### src/rtl/rotation_reader.sv
// rotation_reader: streams one rotated copy of a square 8-bit image held in BRAM.
// Each output pixel (raster order) is inverse-mapped through a rotation about the
// image centre. The source address is issued to BRAM and the returned pixel is emitted.
// The rotation angle is picked once per image from a small LFSR-indexed table.
module rotation_reader #(
    parameter int          IMG_W     = 28,
    parameter logic [31:0] BASE_ADDR = 32'h0,
    parameter logic [15:0] LFSR_SEED = 16'hACE1
) (
    input  logic        clk,
    input  logic        reset,
    input  logic        start,
    input  logic        interrupt,
    output logic        image_done,
    output logic [7:0]  pixel_o,
    output logic        pixel_valid,
    output logic [31:0] bram_address,
    input  logic [31:0] bram_data
);

    localparam int                 CW       = $clog2(IMG_W);
    localparam logic [CW-1:0]      LAST     = CW'(IMG_W - 1);
    localparam logic signed [31:0] CENTRE   = 32'(IMG_W / 2);
    localparam logic signed [31:0] IMG_W_S  = 32'(IMG_W);
    localparam logic signed [31:0] ROUND_HF = 32'sd8192;

    typedef enum logic [1:0] {IDLE, RUN, DRAIN, DONE} state_t;

    state_t state, state_next;

    logic [CW-1:0]      xo, yo;
    logic [15:0]        lfsr, lfsr_next;
    logic signed [31:0] sin_q, cos_q, sin_sel, cos_sel;
    logic signed [31:0] dx, dy, x_acc, y_acc, xs, ys, lin;
    logic [31:0]        addr_calc;
    logic               in_range;
    logic               last_pixel, pipe_empty;

    logic               v1, flag1;
    logic               v2, flag2;
    logic               pv_q;
    logic [7:0]         pix_q;
    logic               stalled;
    logic [7:0]         data_hold;
    logic [7:0]         s2_pixel;

    logic               unused_bits;

    assign unused_bits = ^{bram_data[31:8], lin[31:30]};

    // Next LFSR value: Fibonacci form of x^16+x^14+x^13+x^11+1, shifting right
    always_comb begin
        lfsr_next = {lfsr[0] ^ lfsr[2] ^ lfsr[3] ^ lfsr[5], lfsr[15:1]};
    end

    // Angle table indexed by the freshly stepped LFSR; sin/cos in signed Q1.14
    always_comb begin
        sin_sel = 32'sd0;
        cos_sel = 32'sd16384;
        unique case (lfsr_next[2:0])
            3'd1: begin sin_sel =  32'sd1428; cos_sel = 32'sd16322; end
            3'd2: begin sin_sel =  32'sd2845; cos_sel = 32'sd16135; end
            3'd3: begin sin_sel =  32'sd4240; cos_sel = 32'sd15826; end
            3'd4: begin sin_sel = -32'sd4240; cos_sel = 32'sd15826; end
            3'd5: begin sin_sel = -32'sd2845; cos_sel = 32'sd16135; end
            3'd6: begin sin_sel = -32'sd1428; cos_sel = 32'sd16322; end
            default: begin sin_sel = 32'sd0; cos_sel = 32'sd16384; end
        endcase
    end

    // Inverse rotation of the current output coordinate into source space
    always_comb begin
        dx        = $signed(32'(xo)) - CENTRE;
        dy        = $signed(32'(yo)) - CENTRE;
        x_acc     = cos_q * dx + sin_q * dy + ROUND_HF;
        y_acc     = cos_q * dy - sin_q * dx + ROUND_HF;
        xs        = (x_acc >>> 14) + CENTRE;
        ys        = (y_acc >>> 14) + CENTRE;
        in_range  = (xs >= 32'sd0) && (xs < IMG_W_S) && (ys >= 32'sd0) && (ys < IMG_W_S);
        lin       = ys * IMG_W_S + xs;
        addr_calc = BASE_ADDR + {lin[29:0], 2'b00};
    end

    // Pipeline occupancy and end-of-image detection feeding the FSM
    always_comb begin
        last_pixel = (xo == LAST) && (yo == LAST);
        pipe_empty = !v1 && !v2;
    end

    // State register
    always_ff @(posedge clk) begin
        if (reset) begin
            state <= IDLE;
        end else begin
            state <= state_next;
        end
    end

    // Next-state logic and gated outputs; nothing advances while interrupt is high
    always_comb begin
        state_next  = state;
        image_done  = 1'b0;
        pixel_valid = pv_q && !interrupt;
        pixel_o     = pix_q;
        unique case (state)
            IDLE:  if (start) state_next = RUN;
            RUN:   if (!interrupt && last_pixel) state_next = DRAIN;
            DRAIN: if (!interrupt && pipe_empty) state_next = DONE;
            DONE: begin
                image_done = !interrupt;
                if (!interrupt) state_next = IDLE;
            end
            default: state_next = IDLE;
        endcase
    end

    // Pixel for the S3 load: after a stall the BRAM output has moved on, so use the held copy
    always_comb begin
        s2_pixel = stalled ? data_hold : bram_data[7:0];
    end

    // Datapath: angle latch, output counters and the three pipeline stages
    always_ff @(posedge clk) begin
        if (reset) begin
            lfsr         <= LFSR_SEED;
            sin_q        <= 32'sd0;
            cos_q        <= 32'sd0;
            xo           <= '0;
            yo           <= '0;
            bram_address <= BASE_ADDR;
            v1           <= 1'b0;
            flag1        <= 1'b0;
            v2           <= 1'b0;
            flag2        <= 1'b0;
            pv_q         <= 1'b0;
            pix_q        <= 8'd0;
            stalled      <= 1'b0;
            data_hold    <= 8'd0;
        end else begin
            if (state == IDLE && start) begin
                lfsr  <= lfsr_next;
                sin_q <= sin_sel;
                cos_q <= cos_sel;
                xo    <= '0;
                yo    <= '0;
            end
            if (!interrupt) begin
                if (state == RUN) begin
                    bram_address <= in_range ? addr_calc : BASE_ADDR;
                    flag1        <= !in_range;
                    v1           <= 1'b1;
                    if (xo == LAST) begin
                        xo <= '0;
                        yo <= (yo == LAST) ? '0 : yo + 1'b1;
                    end else begin
                        xo <= xo + 1'b1;
                    end
                end else begin
                    bram_address <= BASE_ADDR;
                    flag1        <= 1'b0;
                    v1           <= 1'b0;
                end
                v2      <= v1;
                flag2   <= flag1;
                pv_q    <= v2;
                pix_q   <= (v2 && !flag2) ? s2_pixel : 8'd0;
                stalled <= 1'b0;
            end else begin
                stalled <= 1'b1;
                if (!stalled) begin
                    data_hold <= bram_data[7:0];
                end
            end
        end
    end

endmodule

### config.mk
export PLATFORM = sky130hd
export DESIGN_NAME = rotation_reader
export DESIGN_NICKNAME = d
export VERILOG_FILES = /design/src/rtl/rotation_reader.sv
export SDC_FILE = /design/constraint.sdc
export NUM_CORES = 1
export LEC_CHECK = 0
export ABC_AREA = 1
export BUFFER_PORTS_ARGS = -buffer_cell sky130_fd_sc_hd__buf_2
export CAP_MARGIN = 20
export CORE_ASPECT_RATIO = 1.4
export CORE_MARGIN = 2
export CORE_UTILIZATION = 59
export DETAILED_ROUTE_END_ITERATION = 8
export PLACE_DENSITY = 0.87
export SYNTH_ARGS = -nofsm -noshare
export SYNTH_HDL_FRONTEND = slang
export SYNTH_SLANG_ARGS = --single-unit
### constraint.sdc
create_clock -name clk -period 11.3 [get_ports clk]
set_clock_uncertainty 0.15 [all_clocks]
set_input_delay 1.13 -clock clk [delete_from_list [all_inputs] [get_ports clk]]
set_output_delay 1.13 -clock clk [all_outputs]
set_load 0.01 [all_outputs]
## After elaboration in Yosys (flattened, before gate mapping)

Cells that the tools add are included.

- Add/sub/neg operators: 11
- Multipliers: 5
- Order comparisons: 4
- Equality and inequality tests: 15
- Muxes and demuxes: 24
- Bitwise gates (word level): 3
- Reduce and logical (&&, ||, !) cells: 20

Operators by type and width:

| kind | number |
|---|---|
| 32-bit one-hot mux with 6 select lines | 1 |
| 32-bit by 6-bit multiplier with 32-bit output | 4 |
| 32-bit by 15-bit adder with 32-bit output, second input constant | 2 |
| 32-bit 2-to-1 mux | 2 |
| 5-bit 2-to-1 mux | 9 |
| 15-bit one-hot mux with 3 select lines | 1 |
| 18-bit by 5-bit adder with 19-bit output, second input constant | 2 |
| 19-bit by 1-bit greater-or-equal comparator with 1-bit output, second input constant | 2 |
| 19-bit by 6-bit less-than comparator with 1-bit output, second input constant | 2 |
| 32-bit adder | 1 |
| 32-bit subtractor | 1 |
| 25-bit by 19-bit adder with 26-bit output | 1 |
| 19-bit by 4-bit multiplier with 23-bit output, second input constant | 1 |
| 8-bit 2-to-1 mux | 2 |
| 5-bit by 4-bit subtractor with 6-bit output, second input constant | 2 |
| 5-bit by 1-bit adder with 5-bit output, second input constant | 2 |
| 5-bit equality test, second input constant | 2 |
| 1-bit logical AND | 10 |
| 3-bit equality test, second input constant | 3 |
| 2-bit 2-to-1 mux | 4 |
| 2-bit inequality test, second input constant | 4 |
| 2-bit one-hot mux with 4 select lines | 1 |
| 3-bit by 2-bit equality test with 1-bit output, second input constant | 2 |
| 2-bit OR reduction | 3 |
| 8 further kinds | 18 |

- Register bits: 146
- Input port bits: 36
- Output and inout port bits: 42
- Logic and storage cells: 97

## Longest topological paths before layout

Gate-level depths: netlist of the first run.

- Depth after elaboration: 11
- Mapped depth: 65
- Gate-level depth less buffers: 65

## Worst setup path after synthesis of the first run

OpenSTA, ideal clock, no wires.

- Path type: reg2reg
- From: reg yo[2]
- To: reg bram_address[30]
- Setup time: 0.120 ns
- Data arrival time: 10.353 ns
- Data required time: 11.030 ns
- Setup slack: 0.677 ns
- Cell stages (with the launch flop): 56
- Buffers on the path: 0
- Period minus slack after synthesis: 10.623 ns
- Cell sequence: dfxtp_1 -> ha_1 -> nand2_1 -> inv_1 -> nor2_1 -> clkinv_1 -> nor2_1 -> inv_1 -> fa_1 -> fa_1 -> inv_1 -> fa_1 -> fa_1 -> fa_1 -> fa_1 -> ha_1 -> nand2_1 -> inv_1 -> [20 not listed] -> o21bai_1 -> nand3_1 -> nor2_1 -> nor2_1 -> o21ai_0 -> a21boi_0 -> o21ai_0 -> nand2_1 -> nand2_1 -> xnor2_1 -> ha_1 -> a21oi_1 -> o21bai_1 -> a21oi_1 -> nand2_1 -> or2_2 -> nand3_1 -> o21bai_2

- Word-level cells in the longest chain between the ends: 11
- Elaborated cells on any way between the ends: 20
- Those cells by class: add/sub (8); mul (3); order compare (4); mux (2); reduce/logical (3)

Ends and longest elaborated chain:

| element | line | RTL |
|---|---|---|
| from (decl) | 31 | `logic [CW-1:0] xo, yo;` |
| from (signal assigned) | 154 | `yo <= (yo == LAST) ? '0 : yo + 1'b1;` |
| 5-bit by 4-bit subtractor with 6-bit output * | 74 | `dy = $signed(32'(yo)) - CENTRE;` |
| branches (longest 8 deep; another with 32-bit by 6-bit multiplier with 32-bit output) | n/a |  |
| 32-bit 2-to-1 mux * | 149 | `bram_address <= in_range ? addr_calc : BASE_ADDR;` |
| 32-bit 2-to-1 mux * | 148 | `if (state == RUN) begin` |
| to (signal assigned) | 149 |  |
| to (decl) | 17 | `output logic [31:0] bram_address,` |

Mark *: on every way between the ends.
A chain may end at the register's enable or synchronous reset.

## Worst setup path after layout of the first run

- From: reg yo[3]
- To: reg bram_address[26]

The elaborated chain is that of the path after synthesis.

==> results of run 1 <==
worst max-delay path, delay by kind of cell (launching register included):
kind                       cells  cell delay [ps]
buffers and inverters         11             1050
adders and majority gates     12             5000
AOI/OAI and AO/OA             11             1610
and+or+nand+nor               18             1940
xor gates and xnor gates       2              460
DFF                            1              390
cell families after synthesis:
family | Yosys count | synth area share, %
XOR/XNOR | 38 | 1.68
AO/OA/AOI/OAI | 257 | 7.79
buffers and inverters | 774 | 14.6
adder cells (fa/ha/maj) | 565 | 45.7
other | 2 | 0.0370
flip-flops | 92 | 9.08
AND/OR/NAND/NOR | 1017 | 21.2
worst max-delay path by stage:
stage	startpoint	end
2_1_floorplan	yo[2]	bram_address[30]
3_3_place_gp	yo[2]	bram_address[30]
3_5_place_dp	yo[2]	bram_address[30]
4_1_cts	yo[2]	bram_address[30]
5_1_grt	yo[1]	bram_address[26]
6_report	yo[3]	bram_address[26]
layout make-up:
class | instances | area [um2] | area share [%]
multi-input cells | 1880 | 15600 | 71.8
well taps | 451 | 564 | 2.60
flip-flops and latches | 92 | 1850 | 8.50
clock inverters | 7 | 65.1 | 0.300
clock buffers | 9 | 225 | 1.04
repair buffers | 112 | 733 | 3.38
inverters | 714 | 2680 | 12.3
sequential cells by signal, indices dropped and copies added, names as in the netlist, 2 cells and up:
register	flops
bram_address	26
lfsr	16
sin_q	11
data_hold	8
pixel_o	8
cos_q	5
xo	5
yo	5
state	2
cells in the mapped netlist, types with 2 or more instances:
cell type and number:
nor3_1 10, o21bai_2 20, nand2_4 3, xor2_1 19, a21oi_1 90, inv_1 707
ha_1 273, clkbuf_1 49, buf_4 8, and2_1 3, buf_6 3, o211ai_1 4
a211oi_1 6, conb_1 2, a21boi_0 10, o21bai_1 11, nor2_2 11, a221oi_1 5
a31oi_1 7, nand3b_1 4, fa_1 292, nand3_1 96, dfxtp_1 92, a21o_1 4
o22ai_1 10, nor4_1 3, nor2_1 214, nand2_1 597, xnor2_1 18, nand3_2 4
nand4_1 27, o21ai_0 82, inv_2 4, clkinv_1 3, or2_2 13, nand2_2 23
a2111oi_0 2, nor2_4 3
metal layers:
metal	global-route usage (%)	part of all wire, %	vias up
met5	0	0	-
met4	19.4	7.7	0
met3	3.27	5.3	236
met2	56.0	51	695
met1	33.9	36	8342
li1	-	-	8371
per-stage QoR:
stage | instances | TNS, ps | hold WS [ps] | utilization, %
floorplan | 2746 | 0 | 276 | -
global placement | 3245 | 0 | 286 | 62.6
detailed placement | 3245 | 0 | 292 | 62.6
CTS | 3261 | 0 | 306 | 63.5
global route | 3265 | -83.1 | 344 | 64.0
finish | 3265 | 0 | 305 | 64.0
repair_timing:
item,in CTS,in global routing
hold buffers,0,0
endpoints found under the hold margin,0,0
gates resized for setup,0,42
buffers inserted,0,3
setup endpoints to repair,0,11
==> out/metrics.csv, run 1 <==
stage;metric;value;unit
clocking;cts_tree;built;
logic_synthesis;synth_cells;2745;
global_routing;grt_start_max_net_pins;43;
floorplan;die_w;161;um
logic_synthesis;ys_warn_count;0;
hold_path;holdCritPathClass;reg2reg;
clocking;cts_max_level;3;
global_routing;grt-ovfl-total;0;
floorplan;initial_core_util;59.8;%
drt;vias_per_cell;5.40;
cells_and_area;fin_area;21700;um2
setup_path;reg2reg_setup_slack;550;ps
logic_synthesis;syn-cell-area;20300;um2
setup_path;worst_ep_arrival_time;10850;ps
logic_synthesis;synth_ff_type;dfxtp_1;
setup_path;path_max_fanout;6;
setup_path;endpoint_kind;flop;
clocking;clkLatencyLatePin;360;ps
cells_and_area;drive_gt1_share;8.85;%
timing;slew_viol_final;0;
setup_path;crit_type;reg2reg;
setup_path;r2r_end;bram_address[26];
cells_and_area;mostFrequentLayoutCells;706 x inv_1, 593 x nand2_1, 291 x fa_1;
timing;max_freq;0.0930;GHz
hold_path;hold_start;flag1;
logic_synthesis;async_reset_ff_share;0;%
placement;gp_congestion;0.984;
timing;worst_pin_slew;950;ps
cells_and_area;antennaDiodeCount;0;
clocking;root_buffer;clkbuf_16;
timing;hold_viol_final;0;
floorplan;dieArea;35900;um2
floorplan;placementRows;80;
cells_and_area;nNetsFinal;3410;
clocking;cts_sinks;92;
floorplan;core_area;33900;um2
cells_and_area;syn2layout_area_growth;7.07;%
hold_path;hold_end;flag1;
global_routing;grt_pass1_vias;18254;
placement;pre_cts_slack;53.1;ps
logic_synthesis;synth_edf_count;0;
drt;first_pass_iters;5;
setup_path;required;11400;ps
floorplan;die_height;223;um
job;drv_cap;0;
logic_synthesis;ys_seq_area_share;9.08;%
logic_synthesis;synth_top_cells_by_area;fa_1 29%, ha_1 17%, inv_1 13%, nand2_1 11%, dfxtp_1 9.1%;
timing;fin_ws;549;ps
cells_and_area;layout_commonest_cell;inv_1;
placement;postPlaceCellArea;21300;um2
placement;dp_hpwl;45400;um
setup_path;rr_startpoint;yo[3];
setup_path;max_stage_delay;580;ps
setup_path;path_common_cell;nand2_1;
drt;dr.first_iter.drc_count;1054;
logic_synthesis;synth_seq_cells;92;
drt;vias;17644;
drt;wl;53500;um
global_routing;grt_pass1_wl;87800;um
global_routing;grt_usage;30.7;%
logic_synthesis;synth_top_area_share;28.8;%
clocking;cts.clk_slew.worst_paths;80;ps
setup_path;rr_worst_depth;54;
logic_synthesis;syn_area_per_cell;7.39;um2
logic_synthesis;synth_top_area_cell;fa_1;
clocking;cts_max_path_buffers;2;
drt;drc;0;
floorplan;io_pins;78;
timing;fin_crit_sh;95.1;%
setup_path;setup.worst_path.start_class;flop;
drt;wl_per_cell;16.4;um
timing;fin_crit;10750;ps
hold_path;hold_depth;2;
setup_path;cpMaxStageDelayCell;fa_1;
placement;portBuffers;51;
timing;relSlewSlack;36.0;%
clocking;cts_made_buffers;9;
cells_and_area;n_fill_cell;2811;
logic_synthesis;yosysUniqueCellTypes;51;
global_routing;antenna_found_initial;0;
timing;final-setup-viol-count;0;
drt;postRouteAntennaNets;0;
outcome;status;complete, no violations;
Power of run 1 is not shown: default switching activity piles up to over one toggle a cycle in this logic, so the estimate is an artifact.
==> run 2: changes to the inputs <==
Settings changed: PLACE_DENSITY 0.87 to 0.8.
==> run 2 against run 1 <==
Net effect:
- non-clock buffer count grew 3
- global-route usage barely moved
- cell count up 0.12%
- hold slack improved by 3.9 ps
- register-to-register slack improved by 80 ps
- highest routed layer unchanged
==> out/metrics.csv, run 2 (same netlist as run 1, synthesis figures left out) <==
stage;metric;value;unit;change
outcome;status;complete, no violations;;
placement;gp_congestion;0.965;;-1.9%
drt;vias_per_cell;5.33;;-1.3%
timing;whs;309;ps;+3.94 ps
hold_path;hold_end;pixel_o[5];;
global_routing;grt-ovfl-total;0;;unchanged
floorplan;io_pins;78;;unchanged
timing;max_freq;0.0937;GHz;+0.74%
placement;portBuffers;51;;unchanged
cells_and_area;drive_gt1_share;9.08;%;+0.24 points
setup_path;r2r_end;bram_address[30];;
setup_path;worst_ep_arrival_time;10770;ps;-80 ps
setup_path;rr_startpoint;sin_q[30];;
floorplan;die_w;161;um;unchanged
clocking;root_buffer;clkbuf_16;;
cells_and_area;mostFrequentLayoutCells;704 x inv_1, 595 x nand2_1, 292 x fa_1;;
timing;final-setup-viol-count;0;;unchanged
floorplan;placementRows;80;;unchanged
drt;wl_per_cell;16.2;um;-0.99%
clocking;cts_max_path_buffers;2;;unchanged
global_routing;grt_pass1_wl;87300;um;-0.58%
setup_path;required;11400;ps;about the same
setup_path;crit_type;reg2reg;;
timing;fin_ws;628;ps;+79.1 ps
placement;pre_cts_slack;54.3;ps;+1.18 ps
drt;first_pass_iters;6;;+1
hold_path;holdCritPathClass;reg2reg;;
placement;dp_hpwl;45300;um;-0.29%
global_routing;antenna_found_initial;0;;unchanged
drt;vias;17434;;-1.2%
cells_and_area;top_regs;bram_address x26, lfsr x16, sin_q x11;;
cells_and_area;layout_commonest_cell;inv_1;;
floorplan;initial_core_util;59.8;%;unchanged
hold_path;hold_depth;2;;unchanged
cells_and_area;syn2layout_area_growth;7.40;%;
clocking;cts_max_level;3;;unchanged
setup_path;max_stage_delay;570;ps;about the same
timing;worst_pin_slew;967;ps;+16.8 ps
timing;fin_crit_sh;94.4;%;-0.70 points
floorplan;dieArea;35900;um2;unchanged
global_routing;grt_usage;30.7;%;about the same
setup_path;path_common_cell;inv_1;;
clocking;cts.clk_slew.worst_paths;80;ps;about the same
drt;dr.first_iter.drc_count;1004;;-4.7%
setup_path;rr_worst_depth;48;;-11%
setup_path;reg2reg_setup_slack;630;ps;+80 ps
placement;post-place-cells;3245;;unchanged
hold_path;hold_start;pixel_o[5];;
floorplan;die_height;223;um;unchanged
global_routing;grt_start_max_net_pins;43;;unchanged
cells_and_area;n_fill_cell;3029;;+7.8%
setup_path;endpoint_kind;flop;;
timing;slew_viol_final;0;;unchanged
cells_and_area;largest_register_ffs;26;;unchanged
timing;fin_crit;10670;ps;-79.1 ps
drt;postRouteAntennaNets;0;;unchanged
setup_path;setup.worst_path.start_class;flop;;
floorplan;core_area;33900;um2;unchanged
cells_and_area;top_register;bram_address;;
setup_path;cpMaxStageDelayCell;fa_1;;
timing;relSlewSlack;35.5;%;-0.52 points
cells_and_area;antennaDiodeCount;0;;unchanged
clocking;cts_sinks;92;;unchanged
drt;drc;0;;unchanged
cells_and_area;instances_no_fill;3269;;+0.12%
clocking;cts_hold_buf;0;;unchanged
clocking;cts_tree;built;;
cells_and_area;nNetsFinal;3414;;+0.12%
drt;wl;53100;um;-0.87%
timing;hold_viol_final;0;;unchanged
job;drv_cap;0;;unchanged
clocking;clkLatencyLatePin;370;ps;about the same
clocking;cts_made_buffers;9;;unchanged
global_routing;grt_pass1_vias;17947;;-1.7%
setup_path;path_max_fanout;7;;+1
-- run 2: cell types whose count changed in the layout (fill, tap and decap cells not counted), sizes merged --
cell	before	now
buf	112	115
clkinvlp	1	3
inv	715	714
-- run 2: worst max-delay path: cells and delay by family, from the launching register on --
| kind | cells | cell delay [ps] |
|---|---|---|
| fa+ha+maj | 11 | 4760 |
| simple gates | 17 | 2330 |
| compound gates | 11 | 1590 |
| buf+inv | 7 | 910 |
| flops | 1 | 500 |
| xor+xnor | 2 | 280 |
-- run 2: worst max path at each step --
stage	endpoint	startpoint	slack, ps
3_5_place_dp	bram_address[30]	xo[2]	50
4_1_cts	bram_address[30]	xo[2]	8
5_1_grt	bram_address[30]	xo[2]	-30
6_report	bram_address[30]	sin_q[30]	630
3_3_place_gp	bram_address[30]	xo[2]	210
2_1_floorplan	bram_address[30]	yo[2]	680
-- run 2: repair_timing --
action                     4_1_cts  5_1_grt
gates resized for setup          0       42
buffers inserted                 0        6
setup endpoints to repair        0       10
-- run 2: layout make-up --
| class | count | area [um2] | share of cell area [%] |
|---|---|---|---|
| Multi-Input combinational cell | 1880 | 15600 | 71.7 |
| Inverter | 714 | 2680 | 12.3 |
| Sequential cell | 92 | 1850 | 8.48 |
| Timing Repair Buffer | 115 | 756 | 3.47 |
| Tap cell | 451 | 564 | 2.59 |
| Clock buffer | 9 | 225 | 1.03 |
| Clock inverter | 7 | 80.1 | 0.368 |
| Timing Repair inverter | 1 | 7.51 | 0.0345 |
-- run 2: stage by stage --
step / cell area, um2 / setup TNS, ps / util [%]
6_report: 21800 / 0 / 64.2
5_1_grt: 21800 / -27.2 / 64.2
4_1_cts: 21600 / 0 / 63.6
3_5_place_dp: 21300 / 0 / 62.7
3_3_place_gp: 21300 / 0 / 62.7
2_1_floorplan: 20300 / 0 / -
-- run 2: layer usage --
metal | part of all wire [%] | vias up | global-route usage, %
li1 | - | 8382 | -
met1 | 37 | 8375 | 34.8
met2 | 51 | 499 | 56.4
met3 | 4.6 | 178 | 3.03
met4 | 6.7 | 0 | 16.8
met5 | 0 | - | 0
Power of run 2 is left out for the same reason.
==> run 3: changes to the inputs <==
Settings changed: RECOVER_POWER from default to 50.
==> run 3 against run 2 <==
Net effect:
- core utilization shrank 0.14 points
- worst setup slack gained 4.2 ps
- maximum frequency is essentially flat
- via count shrank 0.13%
- global-route usage is the same
- largest cell class unchanged
- die area is the same
- critical path type unchanged
- sequential share of layout area is essentially flat
- highest routed layer unchanged
- design area shrank 0.22%
- hold slack gained 2.0 ps
- sequential cell count is the same
==> out/metrics.csv, run 3 (same netlist as run 1, synthesis figures left out) <==
stage;metric;value;unit;change
outcome;status;complete, no violations;;
global_routing;grt_usage;30.7;%;unchanged
global_routing;grt_start_max_net_pins;43;;unchanged
timing;relSlewSlack;2.05;%;-33 points
setup_path;crit_type;reg2reg;;
cells_and_area;syn2layout_area_growth;7.16;%;
timing;whs;311;ps;+2.02 ps
setup_path;r2r_end;bram_address[30];;
timing;worst_pin_slew;1470;ps;+502 ps
setup_path;path_max_fanout;7;;unchanged
clocking;cts_made_buffers;9;;unchanged
cells_and_area;nNetsFinal;3414;;unchanged
drt;dr.first_iter.drc_count;981;;-2.3%
clocking;cts_sinks;92;;unchanged
floorplan;dieArea;35900;um2;unchanged
setup_path;rr_startpoint;sin_q[30];;
global_routing;grt-ovfl-total;0;;unchanged
cells_and_area;instances_no_fill;3269;;unchanged
setup_path;cpMaxStageDelayCell;fa_1;;
cells_and_area;antennaDiodeCount;0;;unchanged
setup_path;crit_cells;48;;unchanged
floorplan;die_height;223;um;unchanged
clocking;root_buffer;clkbuf_16;;
drt;vias;17412;;-0.13%
setup_path;cp_top_family;adder cells;;
setup_path;reg2reg_setup_slack;630;ps;about the same
floorplan;core_area;33900;um2;unchanged
clocking;cts_tree;built;;
timing;fin_crit;10670;ps;-4.17 ps
drt;vias_per_cell;5.33;;-0.13%
setup_path;setup.worst_path.start_class;flop;;
floorplan;placementRows;80;;unchanged
timing;fin_crit_sh;94.4;%;about the same
setup_path;endpoint_kind;flop;;
global_routing;grt_pass1_wl;87300;um;unchanged
global_routing;antenna_found_initial;0;;unchanged
setup_path;critPathBufInv;7;;unchanged
timing;slew_viol_final;0;;unchanged
placement;dp_hpwl;45300;um;unchanged
setup_path;worstSetupStartpoint;sin_q[30];;
cells_and_area;layout_commonest_cell;inv_1;;
setup_path;cp-endpoint;bram_address[30];;
cells_and_area;fin_area;21700;um2;-0.22%
setup_path;rr_worst_depth;48;;unchanged
placement;portBuffers;51;;unchanged
cells_and_area;mostFrequentLayoutCells;704 x inv_1, 595 x nand2_1, 292 x fa_1;;
cells_and_area;drive_gt1_share;7.70;%;-1.4 points
setup_path;worst_ep_arrival_time;10770;ps;about the same
drt;drc;0;;unchanged
clocking;cts_max_level;3;;unchanged
setup_path;required;11410;ps;about the same
setup_path;max_stage_delay;570;ps;about the same
drt;first_pass_iters;7;;+1
floorplan;io_pins;78;;unchanged
timing;hold_viol_final;0;;unchanged
cells_and_area;utilization;64.0;%;-0.14 points
timing;final-setup-viol-count;0;;unchanged
drt;postRouteAntennaNets;0;;unchanged
floorplan;initial_core_util;59.8;%;unchanged
cells_and_area;top_regs;bram_address x26, lfsr x16, sin_q x11;;
placement;gp_congestion;0.965;;unchanged
clocking;cts_max_path_buffers;2;;unchanged
job;drv_cap;0;;unchanged
global_routing;grt_pass1_vias;17947;;unchanged
drt;wl;53000;um;-0.14%
clocking;cts.clk_slew.worst_paths;80;ps;about the same
cells_and_area;top_register;bram_address;;
placement;post-place-cells;3245;;unchanged
timing;max_freq;0.0937;GHz;about the same
floorplan;die_w;161;um;unchanged
drt;wl_per_cell;16.2;um;-0.14%
setup_path;path_common_cell;inv_1;;
hold_path;holdCritPathClass;reg2reg;;
clocking;clkLatencyLatePin;370;ps;about the same
placement;postPlaceCellArea;21300;um2;unchanged
cells_and_area;largest_register_ffs;26;;unchanged
==> run 3: metrics by stage <==
| stage | worst slack [ps] | setup TNS (ps) |
|---|---|---|
| floorplan | 677 | 0 |
| global placement | 215 | 0 |
| detailed placement | 54.3 | 0 |
| CTS | 8.44 | 0 |
| global route | -27.2 | -27.2 |
| finish | 632 | 0 |
==> run 3: tightest hold or removal path, cell delays in order (launching register included) <==
cell and delay (ps):
dfxtp_1 310, nand2_1 60, nand2_1 50
==> run 3: metal layers <==
layer,routed length [um],up-vias,GRT usage (%)
met5,0,-,0
met4,3470,0,16.8
met3,2710,174,3.03
met2,27400,493,56.4
met1,19400,8363,34.8
li1,-,8382,-
==> run 3: timing repair <==
action	4_1_cts	5_1_grt
setup buffers	0	6
resized for setup	0	42
hold buffers	0	0
endpoints found under the setup margin	0	10
==> run 3: final cells by class <==
cell class | count | area (um2)
repair inverters | 1 | 7.51
clock buffers | 9 | 225
inverters | 714 | 2680
clock inverters | 7 | 80.1
flip-flops and latches | 92 | 1850
well taps | 451 | 564
multi-input cells | 1880 | 15600
repair buffers | 115 | 707
fillers | 3054 | 12200
==> run 3: worst min path at each step <==
stage / startpoint / endpoint / cells after the start
after detailed placement: pixel_o[5] / pixel_o[5] / 2
after global routing: flag1 / flag1 / 2
after global placement: flag1 / flag1 / 2
final: flag1 / flag1 / 2
after CTS: flag1 / flag2 / 2
after floorplan: flag1 / flag1 / 2
Power of run 3 is left out for the same reason.
